**src/rtl/ctrl_pipe_if.sv**
```systemverilog
`default_nettype none
// ============================================================================
//  Module      : ctrl_pipe_if
//  Description : Signal bundle between the ID-stage datapath and the pipelined
//                control unit (ctrl_pipe).
//                master : drives opcode/register fields and the branch compare.
//                slave  : the control unit; drives hazard, decode and
//                         per-stage control outputs.
//                Optional macro CTRL_JAL_EN adds wb_link_o.
//  Revision    : 1.0  initial release
// ============================================================================
interface ctrl_pipe_if #(
    parameter int OP_W  = 6,
    parameter int REG_W = 5,
    parameter int CNT_W = 8
);
    // ID-stage inputs to the control unit
    logic [OP_W-1:0]  op_i;
    logic [REG_W-1:0] rs_i;
    logic [REG_W-1:0] rt_i;
    logic             branch_taken_i;

    // Hazard / ID-stage decode
    logic             stall_o;
    logic             flush_o;
    logic             jump_o;
    logic             branch_o;

    // Per-stage registered controls
    logic             ex_alusrc_o;
    logic [1:0]       ex_aluop_o;
    logic             ex_regdst_o;
    logic             mem_write_o;
    logic             mem_read_o;
    logic             wb_regwrite_o;
    logic             wb_memtoreg_o;
    logic [CNT_W-1:0] ill_cnt_o;
`ifdef CTRL_JAL_EN
    logic             wb_link_o;
`endif

    modport master (
        output op_i, rs_i, rt_i, branch_taken_i,
        input  stall_o, flush_o, jump_o, branch_o,
               ex_alusrc_o, ex_aluop_o, ex_regdst_o,
               mem_write_o, mem_read_o,
               wb_regwrite_o, wb_memtoreg_o, ill_cnt_o
`ifdef CTRL_JAL_EN
             , wb_link_o
`endif
    );

    modport slave (
        input  op_i, rs_i, rt_i, branch_taken_i,
        output stall_o, flush_o, jump_o, branch_o,
               ex_alusrc_o, ex_aluop_o, ex_regdst_o,
               mem_write_o, mem_read_o,
               wb_regwrite_o, wb_memtoreg_o, ill_cnt_o
`ifdef CTRL_JAL_EN
             , wb_link_o
`endif
    );
endinterface
`default_nettype wire

```
**src/rtl/ctrl_pipe.sv**
```systemverilog
`default_nettype none
// ============================================================================
//  Module      : ctrl_pipe
//  Description : Pipelined control unit for the 5-stage MIPS core. Decodes the
//                ID opcode, carries EX/MEM/WB control bundles through ID/EX,
//                EX/MEM and MEM/WB registers, detects load-use hazards,
//                raises jump/taken-branch flush and counts illegal opcodes
//                (saturating).
//  Ports       : clk_i  - clock, rising edge
//                rst_i  - asynchronous active-low reset
//                bus    - ctrl_pipe_if.slave (ID fields in, controls out)
//  Options     : CTRL_JAL_EN - decode jal (000011) and add bus.wb_link_o
//  Revision    : 1.0  initial release
// ============================================================================
module ctrl_pipe #(
    parameter int OP_W  = 6,
    parameter int REG_W = 5,
    parameter int CNT_W = 8
) (
    input  wire logic   clk_i,
    input  wire logic   rst_i,
    ctrl_pipe_if.slave  bus
);

    localparam logic [OP_W-1:0]  OP_RTYPE = OP_W'(6'b000000);
    localparam logic [OP_W-1:0]  OP_ADDI  = OP_W'(6'b001000);
    localparam logic [OP_W-1:0]  OP_LW    = OP_W'(6'b100011);
    localparam logic [OP_W-1:0]  OP_SW    = OP_W'(6'b101011);
    localparam logic [OP_W-1:0]  OP_BEQ   = OP_W'(6'b000100);
    localparam logic [OP_W-1:0]  OP_J     = OP_W'(6'b000010);
`ifdef CTRL_JAL_EN
    localparam logic [OP_W-1:0]  OP_JAL   = OP_W'(6'b000011);
`endif
    localparam logic [CNT_W-1:0] CNT_MAX  = '1;

    // ------------------------------------------------------------------
    // ID-stage decode
    // ------------------------------------------------------------------
    logic       dec_alusrc;
    logic [1:0] dec_aluop;
    logic       dec_regdst;
    logic       dec_memread;
    logic       dec_memwrite;
    logic       dec_regwrite;
    logic       dec_memtoreg;
    logic       dec_jump;
    logic       dec_branch;
    logic       dec_uses_rt;
    logic       dec_illegal;
`ifdef CTRL_JAL_EN
    logic       dec_link;
`endif

    always_comb begin
        dec_alusrc   = 1'b0;
        dec_aluop    = 2'b00;
        dec_regdst   = 1'b0;
        dec_memread  = 1'b0;
        dec_memwrite = 1'b0;
        dec_regwrite = 1'b0;
        dec_memtoreg = 1'b0;
        dec_jump     = 1'b0;
        dec_branch   = 1'b0;
        dec_uses_rt  = 1'b0;
        dec_illegal  = 1'b0;
`ifdef CTRL_JAL_EN
        dec_link     = 1'b0;
`endif
        case (bus.op_i)
            OP_RTYPE: begin
                dec_aluop    = 2'b10;
                dec_regdst   = 1'b1;
                dec_regwrite = 1'b1;
                dec_uses_rt  = 1'b1;
            end
            OP_ADDI: begin
                dec_alusrc   = 1'b1;
                dec_regwrite = 1'b1;
            end
            OP_LW: begin
                dec_alusrc   = 1'b1;
                dec_memread  = 1'b1;
                dec_regwrite = 1'b1;
                dec_memtoreg = 1'b1;
            end
            OP_SW: begin
                dec_alusrc   = 1'b1;
                dec_memwrite = 1'b1;
                dec_uses_rt  = 1'b1;
            end
            OP_BEQ: begin
                dec_aluop    = 2'b01;
                dec_branch   = 1'b1;
                dec_uses_rt  = 1'b1;
            end
            OP_J: begin
                dec_jump     = 1'b1;
            end
`ifdef CTRL_JAL_EN
            OP_JAL: begin
                dec_jump     = 1'b1;
                dec_regwrite = 1'b1;
                dec_link     = 1'b1;
            end
`endif
            default: begin
                dec_illegal  = 1'b1;
            end
        endcase
    end

    // ------------------------------------------------------------------
    // Pipeline control registers
    // ------------------------------------------------------------------
    logic             idex_alusrc_q,   idex_alusrc_d;
    logic [1:0]       idex_aluop_q,    idex_aluop_d;
    logic             idex_regdst_q,   idex_regdst_d;
    logic             idex_memread_q,  idex_memread_d;
    logic             idex_memwrite_q, idex_memwrite_d;
    logic             idex_regwrite_q, idex_regwrite_d;
    logic             idex_memtoreg_q, idex_memtoreg_d;
    logic [REG_W-1:0] idex_rt_q,       idex_rt_d;
    logic             exmem_memread_q;
    logic             exmem_memwrite_q;
    logic             exmem_regwrite_q;
    logic             exmem_memtoreg_q;
    logic             memwb_regwrite_q;
    logic             memwb_memtoreg_q;
    logic [CNT_W-1:0] ill_cnt_q,       ill_cnt_d;
`ifdef CTRL_JAL_EN
    logic             idex_link_q, idex_link_d;
    logic             exmem_link_q;
    logic             memwb_link_q;
`endif

    // ------------------------------------------------------------------
    // Hazard detection. A zero rt in ID/EX never stalls because r0 is
    // hard-wired and bubbles carry rt=0.
    // ------------------------------------------------------------------
    logic stall;
    logic flush;

    always_comb begin
        stall = idex_memread_q && (idex_rt_q != '0) &&
                ((idex_rt_q == bus.rs_i) || (dec_uses_rt && (idex_rt_q == bus.rt_i)));
        // A beq waiting on a load resolves only once the stall clears.
        flush = !stall && (dec_jump || (dec_branch && bus.branch_taken_i));
    end

    // ------------------------------------------------------------------
    // ID/EX next state: bubble on stall; illegal count only for opcodes
    // actually accepted, so a held opcode is counted once.
    // ------------------------------------------------------------------
    always_comb begin
        idex_alusrc_d   = 1'b0;
        idex_aluop_d    = 2'b00;
        idex_regdst_d   = 1'b0;
        idex_memread_d  = 1'b0;
        idex_memwrite_d = 1'b0;
        idex_regwrite_d = 1'b0;
        idex_memtoreg_d = 1'b0;
        idex_rt_d       = '0;
`ifdef CTRL_JAL_EN
        idex_link_d     = 1'b0;
`endif
        ill_cnt_d       = ill_cnt_q;
        if (!stall) begin
            idex_alusrc_d   = dec_alusrc;
            idex_aluop_d    = dec_aluop;
            idex_regdst_d   = dec_regdst;
            idex_memread_d  = dec_memread;
            idex_memwrite_d = dec_memwrite;
            idex_regwrite_d = dec_regwrite;
            idex_memtoreg_d = dec_memtoreg;
            idex_rt_d       = bus.rt_i;
`ifdef CTRL_JAL_EN
            idex_link_d     = dec_link;
`endif
            if (dec_illegal && (ill_cnt_q != CNT_MAX)) begin
                ill_cnt_d = ill_cnt_q + CNT_W'(1);
            end
        end
    end

    always_ff @(posedge clk_i or negedge rst_i) begin
        if (!rst_i) begin
            idex_alusrc_q    <= 1'b0;
            idex_aluop_q     <= 2'b00;
            idex_regdst_q    <= 1'b0;
            idex_memread_q   <= 1'b0;
            idex_memwrite_q  <= 1'b0;
            idex_regwrite_q  <= 1'b0;
            idex_memtoreg_q  <= 1'b0;
            idex_rt_q        <= '0;
            exmem_memread_q  <= 1'b0;
            exmem_memwrite_q <= 1'b0;
            exmem_regwrite_q <= 1'b0;
            exmem_memtoreg_q <= 1'b0;
            memwb_regwrite_q <= 1'b0;
            memwb_memtoreg_q <= 1'b0;
            ill_cnt_q        <= '0;
`ifdef CTRL_JAL_EN
            idex_link_q      <= 1'b0;
            exmem_link_q     <= 1'b0;
            memwb_link_q     <= 1'b0;
`endif
        end else begin
            idex_alusrc_q    <= idex_alusrc_d;
            idex_aluop_q     <= idex_aluop_d;
            idex_regdst_q    <= idex_regdst_d;
            idex_memread_q   <= idex_memread_d;
            idex_memwrite_q  <= idex_memwrite_d;
            idex_regwrite_q  <= idex_regwrite_d;
            idex_memtoreg_q  <= idex_memtoreg_d;
            idex_rt_q        <= idex_rt_d;
            // Later stages never stall or flush.
            exmem_memread_q  <= idex_memread_q;
            exmem_memwrite_q <= idex_memwrite_q;
            exmem_regwrite_q <= idex_regwrite_q;
            exmem_memtoreg_q <= idex_memtoreg_q;
            memwb_regwrite_q <= exmem_regwrite_q;
            memwb_memtoreg_q <= exmem_memtoreg_q;
            ill_cnt_q        <= ill_cnt_d;
`ifdef CTRL_JAL_EN
            idex_link_q      <= idex_link_d;
            exmem_link_q     <= idex_link_q;
            memwb_link_q     <= exmem_link_q;
`endif
        end
    end

    // ------------------------------------------------------------------
    // Outputs
    // ------------------------------------------------------------------
    assign bus.stall_o       = stall;
    assign bus.flush_o       = flush;
    assign bus.jump_o        = dec_jump;
    assign bus.branch_o      = dec_branch;
    assign bus.ex_alusrc_o   = idex_alusrc_q;
    assign bus.ex_aluop_o    = idex_aluop_q;
    assign bus.ex_regdst_o   = idex_regdst_q;
    assign bus.mem_write_o   = exmem_memwrite_q;
    assign bus.mem_read_o    = exmem_memread_q;
    assign bus.wb_regwrite_o = memwb_regwrite_q;
    assign bus.wb_memtoreg_o = memwb_memtoreg_q;
    assign bus.ill_cnt_o     = ill_cnt_q;
`ifdef CTRL_JAL_EN
    assign bus.wb_link_o     = memwb_link_q;
`endif

endmodule
`default_nettype wire

```
**src/flat_wrapper.sv**
```systemverilog
// flat-port wrapper written by rule: the top's interface ports become plain ports
module ctrl_pipe_flat 
#(
    parameter int OP_W  = 6,
    parameter int REG_W = 5,
    parameter int CNT_W = 8
)
  (clk_i, rst_i, bus_op_i, bus_rs_i, bus_rt_i, bus_branch_taken_i, bus_stall_o, bus_flush_o, bus_jump_o, bus_branch_o, bus_ex_alusrc_o, bus_ex_aluop_o, bus_ex_regdst_o, bus_mem_write_o, bus_mem_read_o, bus_wb_regwrite_o, bus_wb_memtoreg_o, bus_ill_cnt_o);
  ctrl_pipe_if #(.OP_W(OP_W), .REG_W(REG_W), .CNT_W(CNT_W)) bus_i ();
  input  wire logic clk_i;
  input  wire logic rst_i;
  input wire logic [$bits(bus_i.op_i)-1:0] bus_op_i;
  input wire logic [$bits(bus_i.rs_i)-1:0] bus_rs_i;
  input wire logic [$bits(bus_i.rt_i)-1:0] bus_rt_i;
  input wire logic [$bits(bus_i.branch_taken_i)-1:0] bus_branch_taken_i;
  output wire logic [$bits(bus_i.stall_o)-1:0] bus_stall_o;
  output wire logic [$bits(bus_i.flush_o)-1:0] bus_flush_o;
  output wire logic [$bits(bus_i.jump_o)-1:0] bus_jump_o;
  output wire logic [$bits(bus_i.branch_o)-1:0] bus_branch_o;
  output wire logic [$bits(bus_i.ex_alusrc_o)-1:0] bus_ex_alusrc_o;
  output wire logic [$bits(bus_i.ex_aluop_o)-1:0] bus_ex_aluop_o;
  output wire logic [$bits(bus_i.ex_regdst_o)-1:0] bus_ex_regdst_o;
  output wire logic [$bits(bus_i.mem_write_o)-1:0] bus_mem_write_o;
  output wire logic [$bits(bus_i.mem_read_o)-1:0] bus_mem_read_o;
  output wire logic [$bits(bus_i.wb_regwrite_o)-1:0] bus_wb_regwrite_o;
  output wire logic [$bits(bus_i.wb_memtoreg_o)-1:0] bus_wb_memtoreg_o;
  output wire logic [$bits(bus_i.ill_cnt_o)-1:0] bus_ill_cnt_o;
  assign bus_i.op_i = bus_op_i;
  assign bus_i.rs_i = bus_rs_i;
  assign bus_i.rt_i = bus_rt_i;
  assign bus_i.branch_taken_i = bus_branch_taken_i;
  assign bus_stall_o = bus_i.stall_o;
  assign bus_flush_o = bus_i.flush_o;
  assign bus_jump_o = bus_i.jump_o;
  assign bus_branch_o = bus_i.branch_o;
  assign bus_ex_alusrc_o = bus_i.ex_alusrc_o;
  assign bus_ex_aluop_o = bus_i.ex_aluop_o;
  assign bus_ex_regdst_o = bus_i.ex_regdst_o;
  assign bus_mem_write_o = bus_i.mem_write_o;
  assign bus_mem_read_o = bus_i.mem_read_o;
  assign bus_wb_regwrite_o = bus_i.wb_regwrite_o;
  assign bus_wb_memtoreg_o = bus_i.wb_memtoreg_o;
  assign bus_ill_cnt_o = bus_i.ill_cnt_o;
  ctrl_pipe #(.OP_W(OP_W), .REG_W(REG_W), .CNT_W(CNT_W)) u_core (.clk_i(clk_i), .rst_i(rst_i), .bus(bus_i));
endmodule
```
**config.mk**
```make
export PLATFORM = sky130hd
export DESIGN_NAME = ctrl_pipe_flat
export DESIGN_NICKNAME = d
export VERILOG_FILES = /design/src/rtl/ctrl_pipe_if.sv /design/src/rtl/ctrl_pipe.sv /design/src/flat_wrapper.sv
export SDC_FILE = /design/constraint.sdc
export NUM_CORES = 1
export LEC_CHECK = 0
export CAP_MARGIN = 0
export CORE_ASPECT_RATIO = 0.8
export CORE_UTILIZATION = 60
export CTS_CLUSTER_DIAMETER = 200
export CTS_CLUSTER_SIZE = 12
export DETAILED_ROUTE_END_ITERATION = 7
export DONT_BUFFER_PORTS = 1
export GPL_TIMING_DRIVEN = 1
export MAX_ROUTING_LAYER = met4
export PLACE_DENSITY = 0.73
export SLEW_MARGIN = 20
export SYNTH_ARGS = -nofsm -noshare
export SYNTH_HDL_FRONTEND = slang
export SYNTH_SLANG_ARGS = --single-unit
```
**constraint.sdc**
```tcl
create_clock -name clk_i -period 2.99 [get_ports clk_i]
set_clock_uncertainty 0.1 [all_clocks]
set_input_delay 0.598 -clock clk_i [delete_from_list [all_inputs] [get_ports clk_i]]
set_output_delay 0.598 -clock clk_i [all_outputs]
set_load 0.02 [all_outputs]
```
# Word level (Yosys, flattened, before mapping)

Index checks and enable logic that the tools add are counted.
Widths: inputs -> output; s select.

Mux-type cells: 17
Equal/unequal tests: 8
Bitwise gates (word level): 1
Reductions and logical operators: 16
Add/subtract/negate cells: 1

Operators with widths:

| kind                | number |
|---|---|
| $mux 1              | 14 |
| $eq 6x6->1 const B  | 2 |
| $eq 5x5->1          | 2 |
| $reduce_or 3->1     | 3 |
| $add 8x1->8 const B | 1 |
| $ne 8x8->1 const B  | 1 |
| $eq 6x2->1 const B  | 1 |
| $eq 6x3->1 const B  | 1 |
| $eq 6x4->1 const B  | 1 |
| $logic_and 1x1->1   | 6 |
| $logic_not 6->1     | 1 |
| $reduce_or 6->1     | 1 |
| $mux 5              | 1 |
| $reduce_bool 5->1   | 1 |
| $pmux 2 s2          | 1 |
| $logic_or 1x1->1    | 2 |
| $mux 2              | 1 |
| $reduce_and 2->1    | 1 |
| $logic_not 1->1     | 1 |
| $not 1->1           | 1 |

Word-level logic and storage cells: 56
Input port bits: 19
Bits in registers: 25
Output and inout bits: 20

# Depth between registers and ports, before layout

Word-level depth: 8
Depth in mapped cells: 7
Gate-level depth less buffers: 7

# Worst setup path before layout

No wires, ideal clock.

Path type: input port to output port
Start: input port bus_op_i[1]
End: output port bus_flush_o
Cell stages on the path: 6
Arrival time: 2.388 ns
Slack: -0.096 ns
Buffers on the path: 1
Required time: 2.292 ns
Path through: buf_6 -> or4_4 -> o21a_2 -> or4_4 -> a21oi_4 -> nor2_1

Cells in the longest elaborated chain, start to end: 8
Elaborated cells between the ends (all ways): 15
Those cells by class: eq/ne (3); mux (3); reduce/logical (9)

Ends and longest elaborated chain:

| item                                     | RTL line           | source |
|---|---|---|
| start: declaration                       | flat_wrapper.sv:12 | `input wire logic [$bits(bus_i.op_i)-1:0] bus_op_i;` |
| $eq 6x6->1, or another cell as far along | ctrl_pipe.sv:69    | `case (bus.op_i)` |
| $reduce_or 3->1 (no line) *              | -                  |  |
| $mux 1 *                                 | ctrl_pipe.sv:69    |  |
| $logic_and 1x1->1 *                      | ctrl_pipe.sv:145   | `((idex_rt_q == bus.rs_i) \|\| (dec_uses_rt && (idex_rt_q == bus.rt_i)));` |
| $logic_or 1x1->1 *                       | ctrl_pipe.sv:145   |  |
| $logic_and 1x1->1 *                      | ctrl_pipe.sv:144   | `stall = idex_memread_q && (idex_rt_q != '0) &&` |
| net bus_stall_o                          | flat_wrapper.sv:16 | `output wire logic [$bits(bus_i.stall_o)-1:0] bus_stall_o;` |
| $logic_not 1->1 *                        | ctrl_pipe.sv:147   | `flush = !stall && (dec_jump \|\| (dec_branch && bus.branch_taken_i));` |
| $logic_and 1x1->1 *                      | ctrl_pipe.sv:147   |  |
| end: declaration                         | flat_wrapper.sv:17 | `output wire logic [$bits(bus_i.flush_o)-1:0] bus_flush_o;` |

The timed path passes the listed nets; every way through them passes the cells marked *.

# Final worst setup path

Start: input port bus_op_i[0]
End: output port bus_stall_o

Cells in the longest elaborated chain, start to end: 6
Elaborated cells between the ends (all ways): 8
Those cells by class: eq/ne (2); mux (1); reduce/logical (5)

Ends and longest elaborated chain:

| item                                     | RTL line |
|---|---|
| $eq 6x6->1, or another cell as far along | ctrl_pipe.sv:69 |
| $reduce_or 3->1 (no line) *              | - |
| $mux 1 *                                 | ctrl_pipe.sv:69 |
| $logic_and 1x1->1 *                      | ctrl_pipe.sv:145 |
| $logic_or 1x1->1 *                       | ctrl_pipe.sv:145 |
| $logic_and 1x1->1 *                      | ctrl_pipe.sv:144 |
| end: declaration                         | flat_wrapper.sv:16 |

Every way passes the cells marked *; elsewhere a longest branch is shown, timed or not.

==> results by group <==
Setup path
  – R2R Setup Slk: 0.86 ns
  – Critical Path Source Type: primary input
  – CP Max Fanout: 7
  – Worst r2r dst: u_core.bus.ill_cnt_o[7]$_DFFE_PN0P_
  – Worst Path Required: 2.29 ns
  – CP Capture Type: primary output
  – Arr. time, crit path: 2.19 ns
  – Critical R2R Launch: u_core.idex_rt_q[0]$_DFF_PN0_
  – FF-to-FF path depth: 5
  – Setup CP Type: primary input to primary output

Power and ir drop
  – Combinational share of power: 18.4%
  – Power per Cell Area: 692 nW/µm²
  – Leak Pwr: 0.511 nW
  – Pint: 0.531 mW
  – VDD IR-drop max: roughly 0.66 mV
  – Sw frac: 38.3%
  – Pwr Total: 0.860 mW
  – Clock Power Share: 17.9%
  – Share of power burned in registers: a little under two thirds
  – Net Sw Power: 0.329 mW

Placed design
  – RD Place Congestion: 0.787
  – HPWL Detailed: 1490 µm
  – Area after DPL: 1210 µm²
  – Port bufs: 0
  – DP Cell Count: 122
  – Placement Setup Slack: 0.101 ns

Floorplan
  – Die span in x: 50.8 µm
  – Die Height: 41.0 µm
  – FP Rows: 13
  – Starting density of the core: 66.9%
  – DIE AREA: 2080 µm²
  – Core Region: 1710 µm²
  – Top Ports: 39

Synth
  – Leading area contributor after synthesis: dfrtp_1
  – Ys async rst share: 100%
  – Largest cells by area after synthesis: dfrtp_1 55%, xnor2_1 6.9%, xor2_1 6.9%
  – Syn_nets: between 100 and 150
  – Synth top area share: 54.8%
  – Cells after Synth: 98
  – Unique cell type count in the Yosys netlist: 28
  – Mapped Area: 1140 µm²
  – Synth cell count leaders: 25 x dfrtp_1, 11 x nor2_1, 9 x xnor2_1, 9 x xor2_1, 7 x nand3_1
  – Post-synth EDFFs: 0
  – Post-synth top flop: dfrtp_1
  – Synth warnings: 0
  – Yosys reg bits: 25
  – Top-count cell post-synth: dfrtp_1
  – Sequential area share after synthesis: between 50% and 60%
  – Avg Cell Area, Syn: between 10 and 15 µm²

Timing
  – Final setup violation count: 0
  – Hold WS: around 0.13 ns
  – Final worst path period need: between 2 and 3 ns
  – Max transition margin: 64.4%
  – Slew Viols, Final: 0
  – Setup ws final: between 0.1 and 0.15 ns
  – Hold Vio Cnt, Final: 0
  – Setup TNS: 0 ns
  – RSZ-0062 raised after global routing: false
  – Least-Margin Pin Slew: 0.535 ns
  – Max Clk Rate: approximately 350 MHz
  – Post-route clock period utilization: 96.6%

Cells and area
  – FF+latch area: 626 µm²
  – N_diodes: 0
  – Final Core Density: 72.7%
  – Design Area, Final: 1240 µm²
  – Layout cells sized above 1: between 10% and 20%
  – Layout Nets: 126
  – Multi-input logic area: 515 µm²
  – Fillers: between 100 and 150
  – Syn-to-layout area delta: 8.76%
  – Post-Layout Cell Count: 127
  – Max FFs per register: 8

Global route
  – Grt ovf: 0
  – Largest net degree at the start of global routing: 26
  – Total track usage: 22.4%
  – Vias in the first global route: 674
  – First-pass GRT wire length: 3080 µm
  – Initial antenna violation count: 0

Drt
  – Via Count: 724
  – Iter 0 DRT Violations: 13
  – Via density: 5.70
  – WL/cell: approximately 15 µm
  – # DRC: 0
  – WL final: 1940 µm
  – DR pass1 iterations: 4
  – Remaining antenna violation count: 0

Clock tree
  – Reg clk slew, reported paths: between 0.1 and 0.15 ns
  – TritonCTS clock tree: built
  – CTS HTree Levels: 1
  – Clock latency on the worst-skew pair: 0.32 ns
  – CTS Buffer Depth: 2
  – CTS resizes: 0
  – Root Driver: clkbuf_4
  – TritonCTS Sinks: 25
  – CTS Buf Count: 3

Flow run
  – Max-cap violations: 0

Run status
  – Status: complete, no violations

Hold path
  – Hold WC Path Type: primary input to async pin
==> worst max path at each step <==
| stage | from | endpoint | slack (ns) | cells after the start |
|---|---|---|---|---|
| floorplan | bus_op_i[1] | bus_flush_o | 0.08 | 6 |
| global placement | bus_op_i[0] | bus_stall_o | 0.10 | 5 |
| detailed placement | bus_op_i[0] | bus_stall_o | 0.10 | 5 |
| CTS | bus_op_i[0] | bus_stall_o | 0.10 | 5 |
| global route | bus_op_i[0] | bus_stall_o | 0.08 | 5 |
| finish | bus_op_i[0] | bus_stall_o | 0.10 | 5 |
==> cells in the final DEF (no fill, tap or decap) <==
cell type    n
nor2_4       1
buf_12       1
or3_2        1
clkinvlp_4   1
nor2_1      10
nand3_1      7
o221ai_2     1
a21oi_1      3
o21a_4       1
nor3b_1      1
or4_4        2
or4_1        1
a21oi_2      1
a21oi_4      1
xor2_1       9
clkbuf_4     3
and4b_2      1
nand2_1      3
nand3b_1     1
inv_1        1
o31ai_1      1
nand2b_4     1
nand4_1      2
ha_1         1
buf_2        1
o21ai_1      1
dfrtp_1     25
xnor2_1      9
nand4b_1     1
nor3_1       4
buf_4        2
mux2_2       1
nor2b_1      6
==> worst max-delay path: stages <==
cell,delay [ns]
or4_4,0.54
o21a_4,0.14
or4_4,0.52
a21oi_4,0.23
buf_12,0.15
==> cells by family after synthesis <==
kind of cell    count (synthesis)  synth area share [%]
compound gates                  9                  6.68
xor+xnor                       18                  13.8
fa+ha+maj                       1                  1.10
buf+inv                         2                  1.31
flops                          25                  54.8
mux                             1                 0.986
simple gates                   42                  21.4
==> metal layers <==
layer  vias to the layer above  GRT usage, %  part of all wire (%)
met1                       348          27.6                    48
li1                        350             -                     -
met2                        24          33.3                    45
met3                         2          10.7                   6.2
met4                         0          6.25                  0.62
met5                         -             -                     0
==> power by group through the flow <==
stage | combinational (mW) | sequential (mW) | clock [mW]
floorplan | 0.133 | 0.539 | 0
global placement | 0.145 | 0.553 | 0
detailed placement | 0.151 | 0.557 | 0
CTS | 0.160 | 0.550 | 0.159
global route | 0.187 | 0.559 | 0.172
finish | 0.158 | 0.547 | 0.154
==> final cells by class <==
cell class | instances | share of cell area [%]
repair buffers | 4 | 3.22
clock inverters | 1 | 0.604
inverters | 1 | 0.302
well taps | 22 | 2.22
flip-flops and latches | 25 | 50.4
multi-input cells | 71 | 41.5
clock buffers | 3 | 1.81
==> repair_timing <==
action,in CTS,in global routing
setup buffers,0,0
hold buffers,1,0
hold endpoints to repair,25,0
Note: power is estimated with default switching activity, not from simulation.
